===== src/rtl/draw_pkg.sv =====
`default_nettype none
// ============================================================================
// Module      : draw_pkg
// Description : Shared definitions for the quad drawing pipeline. Contains the
//               sequencer state encoding, the vertex field indices within a
//               packed quad word {y3,x3,y2,x2,y1,x1,y0,x0} (x0 in the LSBs),
//               and a helper that extracts one field from such a word.
// Ports       : none (package)
// Revision    : 1.0 - initial release
// ============================================================================
package draw_pkg;

  // Sequencer states
  typedef enum logic [2:0] {
    S_IDLE   = 3'd0,
    S_FETCH  = 3'd1,
    S_LOAD   = 3'd2,
    S_LAUNCH = 3'd3,
    S_WAIT   = 3'd4,
    S_DRAIN  = 3'd5
  } seq_state_t;

  // Field positions inside a packed quad word. Even indices are x, odd are y.
  localparam int X0 = 0;
  localparam int Y0 = 1;
  localparam int X1 = 2;
  localparam int Y1 = 3;
  localparam int X2 = 4;
  localparam int Y2 = 5;
  localparam int X3 = 6;
  localparam int Y3 = 7;

  // Coordinate width assumed by the field helper (matches draw_quad).
  localparam int DRAW_CORDW = 12;

  // Extract field idx (X0..Y3) from a packed quad word.
  function automatic logic [DRAW_CORDW-1:0] vert_field(
    input logic [8*DRAW_CORDW-1:0] word,
    input int                      idx
  );
    return word[idx*DRAW_CORDW +: DRAW_CORDW];
  endfunction

endpackage
`default_nettype wire


===== src/rtl/quad_offset.sv =====
`default_nettype none
// ============================================================================
// Module      : quad_offset
// Description : Combinational displacement of a packed quad word. Every x
//               field gets off_x added and every y field gets off_y added,
//               as plain CORDW-bit two's-complement sums (wrap, no saturation).
// Ports       : quad_word - packed input quad {y3,x3,y2,x2,y1,x1,y0,x0}
//               off_x     - signed x displacement
//               off_y     - signed y displacement
//               verts     - displaced quad, same packing
// Revision    : 1.0 - initial release
// ============================================================================
module quad_offset #(
  parameter int CORDW = 12
) (
  input  logic [8*CORDW-1:0]        quad_word,
  input  logic signed [CORDW-1:0]   off_x,
  input  logic signed [CORDW-1:0]   off_y,
  output logic [8*CORDW-1:0]        verts
);

  for (genvar i = 0; i < 8; i++) begin : g_field
    if ((i % 2) == 0) begin : g_x
      assign verts[i*CORDW +: CORDW] = quad_word[i*CORDW +: CORDW] + off_x;
    end else begin : g_y
      assign verts[i*CORDW +: CORDW] = quad_word[i*CORDW +: CORDW] + off_y;
    end
  end

endmodule
`default_nettype wire


===== src/rtl/quad_sequencer.sv =====
`default_nettype none
// ============================================================================
// Module      : quad_sequencer
// Description : Scene controller that walks a synchronous vertex table, adds
//               a global displacement to each quad and launches draw_quad for
//               each one, waiting for its done. Supports abort with a drain
//               of the rasteriser before returning to idle.
// Ports       : clk, rst              - clock, synchronous active-high reset
//               start, abort          - scene control
//               quad_count            - quads in scene (latched, clamped)
//               off_x, off_y          - displacement (latched at start)
//               tbl_addr / tbl_data   - vertex table port (1-cycle latency)
//               quad_verts            - displaced vertices to draw_quad
//               quad_start            - one-cycle launch pulse
//               quad_busy, quad_done  - draw_quad status
//               quad_id               - index of current quad
//               busy, done            - scene status / completion pulse
// Revision    : 1.0 - initial release
// ============================================================================
module quad_sequencer
  import draw_pkg::*;
#(
  parameter int CORDW = 12,
  parameter int NQUAD = 8,
  parameter int IDW   = $clog2(NQUAD)
) (
  input  logic                      clk,
  input  logic                      rst,
  input  logic                      start,
  input  logic                      abort,
  input  logic [IDW:0]              quad_count,
  input  logic signed [CORDW-1:0]   off_x,
  input  logic signed [CORDW-1:0]   off_y,
  output logic [IDW-1:0]            tbl_addr,
  input  logic [8*CORDW-1:0]        tbl_data,
  output logic [8*CORDW-1:0]        quad_verts,
  output logic                      quad_start,
  input  logic                      quad_busy,
  input  logic                      quad_done,
  output logic [IDW-1:0]            quad_id,
  output logic                      busy,
  output logic                      done
);

  localparam logic [IDW:0] C_NQUAD = (IDW+1)'(NQUAD);

  seq_state_t               r_state;
  logic [IDW:0]             r_count;
  logic signed [CORDW-1:0]  r_off_x;
  logic signed [CORDW-1:0]  r_off_y;

  logic [8*CORDW-1:0]       w_verts;
  logic [IDW:0]             w_count_clamped;
  logic                     w_last;

  assign w_count_clamped = (quad_count > C_NQUAD) ? C_NQUAD : quad_count;
  assign w_last          = ({1'b0, quad_id} == (r_count - 1'b1));

  // The table address is the current index itself, so it is registered.
  assign tbl_addr = quad_id;

  quad_offset #(
    .CORDW (CORDW)
  ) u_offset (
    .quad_word (tbl_data),
    .off_x     (r_off_x),
    .off_y     (r_off_y),
    .verts     (w_verts)
  );

  always_ff @(posedge clk) begin
    if (rst) begin
      r_state    <= S_IDLE;
      r_count    <= '0;
      r_off_x    <= '0;
      r_off_y    <= '0;
      quad_verts <= '0;
      quad_start <= 1'b0;
      quad_id    <= '0;
      busy       <= 1'b0;
      done       <= 1'b0;
    end else begin
      // Pulses default low; set only on the transition that issues them.
      quad_start <= 1'b0;
      done       <= 1'b0;

      unique case (r_state)
        S_IDLE: begin
          if (start) begin
            r_count <= w_count_clamped;
            r_off_x <= off_x;
            r_off_y <= off_y;
            quad_id <= '0;
            if (w_count_clamped == '0) begin
              // Empty scene completes immediately without launching.
              done <= 1'b1;
            end else begin
              r_state <= S_FETCH;
              busy    <= 1'b1;
            end
          end
        end

        S_FETCH: begin
          if (abort) begin
            r_state <= S_IDLE;
            busy    <= 1'b0;
          end else begin
            r_state <= S_LOAD;
          end
        end

        S_LOAD: begin
          if (abort) begin
            r_state <= S_IDLE;
            busy    <= 1'b0;
          end else begin
            quad_verts <= w_verts;
            quad_start <= 1'b1;
            r_state    <= S_LAUNCH;
          end
        end

        S_LAUNCH: begin
          // The launch pulse is already out, so an abort must drain.
          r_state <= abort ? S_DRAIN : S_WAIT;
        end

        S_WAIT: begin
          if (abort) begin
            r_state <= S_DRAIN;
          end else if (quad_done) begin
            if (w_last) begin
              r_state <= S_IDLE;
              busy    <= 1'b0;
              done    <= 1'b1;
            end else begin
              quad_id <= quad_id + 1'b1;
              r_state <= S_FETCH;
            end
          end
        end

        S_DRAIN: begin
          if (!quad_busy) begin
            r_state <= S_IDLE;
            busy    <= 1'b0;
          end
        end

        default: begin
          r_state <= S_IDLE;
          busy    <= 1'b0;
        end
      endcase
    end
  end

endmodule
`default_nettype wire


===== config.mk =====
export PLATFORM = sky130hd
export DESIGN_NAME = quad_sequencer
export DESIGN_NICKNAME = d
export VERILOG_FILES = /design/src/rtl/draw_pkg.sv /design/src/rtl/quad_offset.sv /design/src/rtl/quad_sequencer.sv
export SDC_FILE = /design/constraint.sdc
export NUM_CORES = 1
export LEC_CHECK = 0
export ABC_CLOCK_PERIOD_IN_PS = 3300
export BUFFER_PORTS_ARGS = -buffer_cell sky130_fd_sc_hd__buf_2
export CAP_MARGIN = 20
export CORE_MARGIN = 2
export CORE_UTILIZATION = 45
export DETAILED_ROUTE_END_ITERATION = 10
export PLACE_DENSITY_LB_ADDON = 0.25
export SLEW_MARGIN = 20
export SYNTH_ARGS = -nofsm -noshare
export SYNTH_HDL_FRONTEND = slang
export SYNTH_SLANG_ARGS = --single-unit

===== constraint.sdc =====
create_clock -name clk -period 3.3 [get_ports clk]
set_input_delay 0.165 -clock clk [delete_from_list [all_inputs] [get_ports clk]]
set_output_delay 0.165 -clock clk [all_outputs]
set_load 0.05 [all_outputs]

==> results of run 1 <==
==> state kept, by name (all words and copies together), names as in the netlist <==
register,count
busy,1
done,1
quad_id,3
quad_start,1
quad_verts,96
r_count,4
r_off_x,12
r_off_y,12
r_state,3
==> final timing paths <==
| check | slack (ns) | to | start |
|---|---|---|---|
| worst max-delay path | 0.58 | r_off_y[9]$_SDFFE_PP0P_ | r_state[2]$_SDFFE_PP0P_ |
| worst min-delay path | 0.02 | r_count[3]$_SDFFE_PP0P_ | quad_count[3] |
| worst max register to register | 0.58 | r_off_y[9]$_SDFFE_PP0P_ | r_state[2]$_SDFFE_PP0P_ |
| worst min register to register | 0.44 | quad_verts[58]$_SDFFE_PP0P_ | quad_verts[58]$_SDFFE_PP0P_ |
==> per-stage QoR <==
step           worst slack [ns]  instances  cell area (µm²)
6_report                  0.582       1523            10700
5_1_grt                   0.370       1523            10700
4_1_cts                   0.572       1523            10700
3_5_place_dp              0.812       1463             9780
3_3_place_gp              0.872       1463             9780
2_1_floorplan              1.17       1033             8450
==> what timing repair did <==
action / 4_1_cts / 5_1_grt
setup endpoints to repair: 0 / 0
hold buffers: 28 / 0
hold endpoints to repair: 24 / 0
==> critical path: stages (launching register included) <==
cell           delay [ns]
dfxtp_1              0.46
nor3_1               0.36
and2_1               0.66
buf_4                0.39
nand2_1              0.10
a21oi_1              0.12
dlygate4sd3_1        0.55
==> area by class of cell <==
cell class / instances / area (µm²) / area share, %
timing repair buffer: 270 / 1510 / 14.1
inverter: 23 / 86.3 / 0.806
clock buffer: 20 / 447 / 4.17
tap: 234 / 293 / 2.73
clock inverter: 12 / 203 / 1.89
sequential: 133 / 2660 / 24.9
multi-input combinational: 831 / 5500 / 51.4
==> cells in the final DEF, fill, tap and decap left out, types with 17 or more instances in the layout <==
| cell type | count |
|---|---|
| a211oi_1 | 34 |
| a21o_1 | 24 |
| a21oi_1 | 115 |
| buf_2 | 233 |
| clkbuf_16 | 17 |
| dfxtp_1 | 133 |
| dlygate4sd3_1 | 28 |
| ha_1 | 90 |
| inv_1 | 22 |
| nand2_1 | 169 |
| nor2_1 | 54 |
| nor3_1 | 17 |
| o21ai_0 | 75 |
| xnor2_1 | 48 |
| xor2_1 | 23 |
==> cells in the mapped netlist, drive strengths merged, types with 2 or more instances <==
library cell	number	area, µm²
nand3b	7	52.6
dfxtp	133	2660
a21o	24	180
mux2i	4	40.0
a22o	4	35.0
a211oi	34	255
nand4	4	25.0
buf	11	68.8
o21bai	10	75.1
a211o	9	78.8
a2111oi	3	26.3
nand2	169	634
nor2	55	206
fa	8	160
nor2b	10	62.6
a21oi	115	576
nand3	7	35.0
o21a	13	97.6
or3	13	81.3
a31oi	11	75.1
or2	4	25.0
clkbuf	35	131
nor3	18	101
xor2	23	201
nor3b	6	45.0
inv	22	82.6
ha	90	1130
o22ai	7	43.8
xnor2	48	420
o31ai	4	30.0
a21boi	5	37.5
o21ai	82	418
and3	2	12.5
and2	5	31.3
o31a	3	26.3
a32o	4	40.0
o211ai	7	52.6
nand2b	6	40.0
nor4b	2	17.5
==> metal layers <==
layer | vias to the layer above | part of all wire (%)
li1 | 4201 | -
met1 | 3808 | 49
met2 | 245 | 43
met3 | 30 | 6.4
met4 | 0 | 1.7
met5 | - | 0
==> logic make-up after synthesis <==
logic type / Yosys count / synth area share [%]
buffers and inverters: 69 / 3.39
DFF: 133 / 31.5
AOI/OAI and AO/OA: 344 / 25.2
muxes: 5 / 0.607
xor gates and xnor gates: 71 / 7.36
adders and majority gates: 98 / 15.2
and+or+nand+nor: 313 / 16.7
==> report_power, final <==
| part | total [mW] | switching (mW) | leakage, nW | internal [mW] |
|---|---|---|---|---|
| combinational | 1.14 | 0.667 | 3.54 | 0.470 |
| sequential | 1.72 | 0.0657 | 1.08 | 1.66 |
| clock | 2.13 | 0.765 | 0.314 | 1.36 |
| total | 4.99 | 1.50 | 4.93 | 3.49 |
==> results.sh, run 1 <==
export IMPL_use_met3_pct=6.32
export IMPL_port_buffers=234
export IMPL_gp_congestion=0.875
export IMPL_cp_required_ns=3.66
export IMPL_arrival_ns=3.08
export IMPL_dieHeight_um=141
export IMPL_antennaDiodeCount=0
export IMPL_core_mm2=0.0186
export IMPL_yosysWarnings=0
export IMPL_grt_overflow_total=0
export IMPL_hold_class="in2reg"
export IMPL_synthesis_area_mm2=0.00845
export IMPL_synth_cell_types=65
export IMPL_cp_end_kind="flop"
export IMPL_ant_nets=0
export IMPL_powerDensity_mw_per_mm2=466
export IMPL_hpwl_mm=19.0
export IMPL_cts_tree="built"
export IMPL_cts_buffers=17
export IMPL_cp_start_kind="flop"
export IMPL_syn_avg_cell_area_um2=8.18
export IMPL_post_cts_setup_buffers=0
export IMPL_drt_initial_drc_count=486
export IMPL_setup_viol=0
export IMPL_crit_fanout=17
export IMPL_clock_sinks=133
export IMPL_setup_tns_ns=0
export IMPL_grt_max_degree=87
export IMPL_max_freq_mhz=368
export IMPL_use_met1_pct=36.1
export IMPL_vias=8284
export IMPL_grt_pass1_vias=7581
export IMPL_wirelength_mm=25.3
export IMPL_root_buffer="clkbuf_16"
export IMPL_rows=50
export IMPL_tightest_slew_ns=1.01
export IMPL_clock_latency_ns=0.42
export IMPL_drv_cap=0
export IMPL_fin_util_pct=57.6
export IMPL_dieWidth_um=141
export IMPL_slew_headroom_pct=32.8
export IMPL_peakVddDrop_uv=349
export IMPL_grtUsageTotal_pct=25.2
export IMPL_synthToLayoutAreaGrowth_pct=26.7
export IMPL_p_leak_nw=4.93
export IMPL_synth_top_flop_cell="dfxtp_1"
export IMPL_initial_core_util_pct=45.5
export IMPL_fin_crit_ns=2.72
export IMPL_htreeDepth=4
export IMPL_drt_first_pass_iters=4
export IMPL_nFillCells=1740
export IMPL_layout_nets=1504
export IMPL_reg2reg_depth=6
export IMPL_drive_above_1_share_pct=22.0
export IMPL_slew_violations=0
export IMPL_clk_pin_slew_ns=0.06
export IMPL_synthCells=1033
export IMPL_fin_hold_ws_ns=0.0166
export IMPL_total_power_mw=4.99
export IMPL_outcome="completed"
export IMPL_wire_per_inst_um=16.6
export IMPL_worst_setup_path_type="reg2reg"
export IMPL_routed_via_density=5.44
export IMPL_finClkSkew_ns=0.0108
export IMPL_synth_seq_cells=133
export IMPL_grt_busiest_layer="met2"
export IMPL_synth_nets=1261
export IMPL_pin_count=235
export IMPL_cts_resized=0
export IMPL_synth_edf_count=0
export IMPL_rsz0062_at_grt="false"
export IMPL_clockBufferDepth=2
export IMPL_antenna_found_initial=0
export IMPL_drc=0
export IMPL_hold_violations=0
export IMPL_min_path_cells=3
export IMPL_yosysSeqAreaShare_pct=31.5
export IMPL_globalRouteMet2Util_pct=38.1
export IMPL_synthArstFlopShare_pct=0
export IMPL_min_period_over_period_pct=82.4
export IMPL_grt_pass1_wl_mm=39.8
export IMPL_dieArea_mm2=0.0199
Power figures use the tool's default switching activity.
==> run 2: changes to the inputs <==
ABC_CLOCK_PERIOD_IN_PS = 2200   (was 3300)
clock period = 2.2 ns   (was 3.3 ns; I/O delays follow)
==> run 2 against run 1 <==
Total power is 48% higher. Count of clock-buffer cells in the layout down 1. Clock power is 37% higher. Fmax is 24% higher. Cell area rose by 4.6%. Die area is the same. Sequential power grew 49%. Clock skew shrank 0.0025 ns. Critical path type unchanged. Critical endpoint is now quad_verts[68]$_SDFFE_PP0P_.
==> results.sh, run 2 (same netlist as run 1, synthesis figures left out) <==
export IMPL_clock_sinks=133
export IMPL_grt_overflow_total=0
export IMPL_routed_via_density=5.41
export IMPL_layout_common_cells="buf_2, nand2_1, dfxtp_1"
export IMPL_crit_fanout=4
export IMPL_layout_nets=1546
export IMPL_clk_pin_slew_ns=0.06
export IMPL_largest_register="quad_verts"
export IMPL_hold_class="in2reg"
export IMPL_numPlacedInstances=1501
export IMPL_final_common_cell="buf_2"
export IMPL_drv_cap=0
export IMPL_core_mm2=0.0186
export IMPL_wire_per_inst_um=16.8
export IMPL_critPathSlowestCell="dfxtp_2"
export IMPL_cp_required_ns=2.51
export IMPL_drt_initial_drc_count=531
export IMPL_rows=50
export IMPL_fin_crit_ns=2.19
export IMPL_reg_largest_list="quad_verts x96, r_off_x x12, r_off_y x12"
export IMPL_ant_nets=0
export IMPL_initial_core_util_pct=45.5
export IMPL_cpLargestDelayFamily="compound AO/OA/AOI/OAI gates"
export IMPL_max_freq_mhz=456
export IMPL_drive_above_1_share_pct=28.2
export IMPL_port_buffers=234
export IMPL_powerDensity_mw_per_mm2=658
export IMPL_htreeDepth=4
export IMPL_hold_violations=0
export IMPL_drc=0
export IMPL_path_buf_inv=2
export IMPL_pin_count=235
export IMPL_layout_cells_non_filler=1567
export IMPL_seqCellArea_mm2=0.00267
export IMPL_min_path_cells=2
export IMPL_largest_reg_flops=96
export IMPL_fin_ws_ns=0.00915
export IMPL_reg2reg_depth=10
export IMPL_dieWidth_um=141
export IMPL_nFillCells=1663
export IMPL_setup_tns_ns=0
export IMPL_wirelength_mm=26.3
export IMPL_dieArea_mm2=0.0199
export IMPL_slew_violations=0
export IMPL_root_buffer="clkbuf_16"
export IMPL_cp_start_kind="flop"
export IMPL_cp_end_kind="flop"
export IMPL_drt_first_pass_iters=5
export IMPL_max_stage_delay_ns=0.35
export IMPL_hold_start="abort"
export IMPL_dp_slack_ns=-0.134
export IMPL_fin_area_mm2=0.0112
export IMPL_finClkSkew_ns=0.00829
export IMPL_cts_tree="built"
export IMPL_holdPathEnd="r_state[1]$_SDFFE_PP0P_"
export IMPL_worstPathCellList="buf_6 > ha_4 > inv_2 > fa_2 > nor2b_2 > o31a_1 > o21ai_2 > a211oi_2 > or3_1 > a32o_1"
export IMPL_synthToLayoutAreaGrowth_pct=32.6
export IMPL_grt_pass1_vias=7959
export IMPL_min_period_over_period_pct=99.6
export IMPL_grt_pass1_wl_mm=40.8
export IMPL_grt_max_degree=92
export IMPL_reg2reg_from="r_off_y[0]$_SDFFE_PP0P_"
export IMPL_hpwl_mm=19.2
export IMPL_regToRegSetupSlack_ns=0.009
export IMPL_clockBufferDepth=2
export IMPL_p_leak_nw=5.14
export IMPL_tightest_slew_ns=1.07
export IMPL_dieHeight_um=141
export IMPL_setup_viol=0
export IMPL_multi_input_area_mm2=0.00571
export IMPL_place_area_mm2=0.0101
export IMPL_peakVddDrop_uv=549
export IMPL_worst_setup_path_type="reg2reg"
export IMPL_clock_latency_ns=0.42
export IMPL_r2r_end="quad_verts[68]$_SDFFE_PP0P_"
export IMPL_arrival_ns=2.50
export IMPL_grtUsageTotal_pct=25.8
export IMPL_rsz0062_at_grt="true"
export IMPL_antenna_found_initial=2
export IMPL_outcome="completed"
export IMPL_vias=8485
export IMPL_cts_buffers=17
export IMPL_crit_cells=10
export IMPL_gp_congestion=0.928
export IMPL_slew_headroom_pct=28.4
## run 2: stage by stage
| stage | util, % | total power, mW | hold WS [ns] |
|---|---|---|---|
| after detailed placement | 54.3 | 4.34 | 0.359 |
| after floorplan | - | 3.82 | 0.246 |
| after global routing | 60.3 | 7.70 | 0.0616 |
| after CTS | 59.4 | 7.32 | 0.00424 |
| final | 60.3 | 7.36 | 0.0322 |
| after global placement | 54.2 | 4.33 | 0.354 |
## run 2: worst register-to-register path, stage by stage (launching register included)
cell      delay, ns
dfxtp_2        0.35
buf_6          0.13
ha_4           0.15
inv_2          0.05
fa_2           0.20
nor2b_2        0.05
o31a_1         0.29
o21ai_2        0.19
a211oi_2       0.11
or3_1          0.32
a32o_1         0.26
## run 2: metal layers
| metal | share of wire [%] | GRT usage (%) |
|---|---|---|
| met5 | 0 | 0 |
| met4 | 1.7 | 7.58 |
| met3 | 7.3 | 6.08 |
| met2 | 44 | 39.4 |
| met1 | 47 | 36.2 |
## run 2: what timing repair did
action	in CTS	in global routing
resized for setup	21	44
endpoints found under the hold margin	28	0
pin swaps	5	17
hold buffers	28	0
endpoints found under the setup margin	17	33
buffers inserted	1	3
## run 2: final cells by class
class | instances | share of cell area [%]
Timing Repair Buffer | 312 | 16.5
Clock buffer | 19 | 3.96
Multi-Input combinational cell | 831 | 50.9
Sequential cell | 133 | 23.9
Clock inverter | 13 | 1.31
Antenna cell | 2 | 0.0447
Tap cell | 234 | 2.61
Inverter | 23 | 0.771
## run 2: how the worst max path moves through the flow
stage | from | end | slack [ns]
floorplan | r_off_y[0]$_SDFFE_PP0P_ | quad_verts[92]$_SDFFE_PP0P_ | 0.07
global placement | r_off_y[0]$_SDFFE_PP0P_ | quad_verts[22]$_SDFFE_PP0P_ | -0.12
detailed placement | r_off_y[0]$_SDFFE_PP0P_ | quad_verts[22]$_SDFFE_PP0P_ | -0.13
CTS | r_off_y[0]$_SDFFE_PP0P_ | quad_verts[22]$_SDFFE_PP0P_ | -0.003
global route | r_off_y[0]$_SDFFE_PP0P_ | quad_verts[68]$_SDFFE_PP0P_ | -0.09
finish | r_off_y[0]$_SDFFE_PP0P_ | quad_verts[68]$_SDFFE_PP0P_ | 0.009
## run 2: where the power goes
part,internal (mW),total (mW),leakage (nW),switching [mW]
clock network,1.72,2.92,0.285,1.20
registers,2.49,2.57,1.08,0.0833
logic,0.804,1.87,3.78,1.07
total,5.01,7.36,5.14,2.35
==> run 3: changes to the inputs <==
CORE_ASPECT_RATIO = 1.2   (was default)
==> run 3 against run 2 <==
The flow now finishes with violations (negative setup slack). Count of clock-buffer cells in the layout unchanged. Clock skew about the same. Sequential share of layout area decreased by 0.24 points. Largest cell class unchanged. Combinational power about the same.
==> results.sh, run 3 (same netlist as run 1, synthesis figures left out) <==
export IMPL_outcome="finished, violations left"
export IMPL_violations="negative setup slack"
export IMPL_drt_initial_drc_count=542
export IMPL_hpwl_mm=19.2
export IMPL_antenna_found_initial=3
export IMPL_powerDensity_mw_per_mm2=671
export IMPL_grt_overflow_total=0
export IMPL_fin_hold_ws_ns=0.0235
export IMPL_grt_pass1_vias=8053
export IMPL_clockBufferDepth=2
export IMPL_grt_max_degree=47
export IMPL_finClkSkew_ns=0.00823
export IMPL_cts_tree="built"
export IMPL_slew_headroom_pct=34.2
export IMPL_cp_end_kind="flop"
export IMPL_clock_latency_ns=0.43
export IMPL_layout_nets=1550
export IMPL_dieArea_mm2=0.0199
export IMPL_pin_count=235
export IMPL_clock_sinks=133
export IMPL_grt_pass1_wl_mm=40.5
export IMPL_slew_violations=0
export IMPL_routed_via_density=5.38
export IMPL_grtUsageTotal_pct=25.8
export IMPL_wirelength_mm=26.2
export IMPL_dieWidth_um=129
export IMPL_htreeDepth=4
export IMPL_layout_common_cells="buf_2, nand2_1, dfxtp_1"
export IMPL_largest_reg_flops=96
export IMPL_initial_core_util_pct=46.1
export IMPL_min_period_over_period_pct=101
export IMPL_ant_nets=0
export IMPL_cp_start_kind="flop"
export IMPL_setup_viol=1
export IMPL_drt_first_pass_iters=7
export IMPL_tightest_slew_ns=0.984
export IMPL_synthToLayoutAreaGrowth_pct=34.4
export IMPL_vias=8548
export IMPL_drv_cap=0
export IMPL_max_freq_mhz=450
export IMPL_crit_fanout=4
export IMPL_fin_crit_ns=2.22
export IMPL_rsz0062_at_grt="true"
export IMPL_port_buffers=234
export IMPL_rows=54
export IMPL_drive_above_1_share_pct=28.5
export IMPL_fin_ws_ns=-0.0229
export IMPL_reg_largest_list="quad_verts x96, r_off_x x12, r_off_y x12"
export IMPL_arrival_ns=2.54
export IMPL_root_buffer="clkbuf_16"
export IMPL_clk_pin_slew_ns=0.06
export IMPL_largest_register="quad_verts"
export IMPL_nFillCells=1707
export IMPL_dieHeight_um=154
export IMPL_wire_per_inst_um=16.5
export IMPL_core_mm2=0.0183
export IMPL_hold_violations=0
export IMPL_p_leak_nw=5.20
export IMPL_fin_util_pct=62.0
export IMPL_cp_required_ns=2.52
export IMPL_worst_setup_path_type="reg2reg"
export IMPL_final_common_cell="buf_2"
export IMPL_numPlacedInstances=1519
export IMPL_gp_congestion=0.901
export IMPL_regToRegSetupSlack_ns=-0.02
export IMPL_layout_cells_non_filler=1589
export IMPL_hold_class="in2reg"
export IMPL_drc=0
export IMPL_peakVddDrop_uv=521
export IMPL_cts_buffers=17
-- run 3: cell count changes in the layout (fill, tap and decap cells not counted), sizes merged --
| cell | before | now |
|---|---|---|
| buf | 284 | 288 |
| inv | 27 | 23 |
| bufinv | 2 | 5 |
| clkinvlp | 2 | 3 |
-- run 3: path summary, 6_finish.rpt --
| check | from | end | cells after the start |
|---|---|---|---|
| worst max-delay path | r_off_y[0]$_SDFFE_PP0P_ | quad_verts[68]$_SDFFE_PP0P_ | 10 |
| worst min-delay path | abort | r_state[1]$_SDFFE_PP0P_ | 2 |
| worst max register to register | r_off_y[0]$_SDFFE_PP0P_ | quad_verts[68]$_SDFFE_PP0P_ | 10 |
| worst min register to register | quad_verts[58]$_SDFFE_PP0P_ | quad_verts[58]$_SDFFE_PP0P_ | 2 |
-- run 3: what timing repair did --
action / 4_1_cts / 5_1_grt
hold buffers: 28 / 0
setup buffers: 2 / 6
gates resized for setup: 15 / 55
setup endpoints to repair: 19 / 32
pin swaps: 8 / 32
hold endpoints to repair: 28 / 0
gates cloned: 0 / 0
-- run 3: layer usage --
layer  track usage (%)  routed length (µm)
met5                 0                  10
met4              10.7                 740
met3              5.92                1740
met2              40.0               11900
met1              34.6               11800
-- run 3: power breakdown --
group	internal [mW]	switching (mW)
Combinational	0.812	1.06
Clock	2.01	1.15
Sequential	2.49	0.0909
-- run 3: cell type report --
type | instances | area [µm²] | share of cell area (%)
repair buffers | 316 | 1880 | 16.5
well taps | 252 | 315 | 2.78
inverters | 23 | 86.3 | 0.761
clock buffers | 19 | 433 | 3.81
clock inverters | 13 | 205 | 1.81
flip-flops and latches | 133 | 2680 | 23.6
multi-input cells | 831 | 5750 | 50.6
diodes | 2 | 5.00 | 0.0441
-- run 3: per-stage QoR --
stage	instance area (µm²)	TNS, ns	total power [mW]	setup slack (ns)
2_1_floorplan	8450	0	3.82	0.0699
3_3_place_gp	10100	-0.242	4.32	-0.0818
3_5_place_dp	10100	-0.527	4.34	-0.100
4_1_cts	11100	-0.0366	7.57	-0.0366
5_1_grt	11400	-0.361	7.96	-0.119
6_report	11400	-0.0229	7.61	-0.0229
-- run 3: critical path, cell delays in order, from the launching register on --
cell and delay, ns:
dfxtp_4 0.36, buf_6 0.12, ha_4 0.15, inv_2 0.05, fa_2 0.20, nor2b_2 0.05, o31a_1 0.29, o21ai_2 0.19
a211oi_2 0.09, or3_1 0.35, a32o_1 0.26
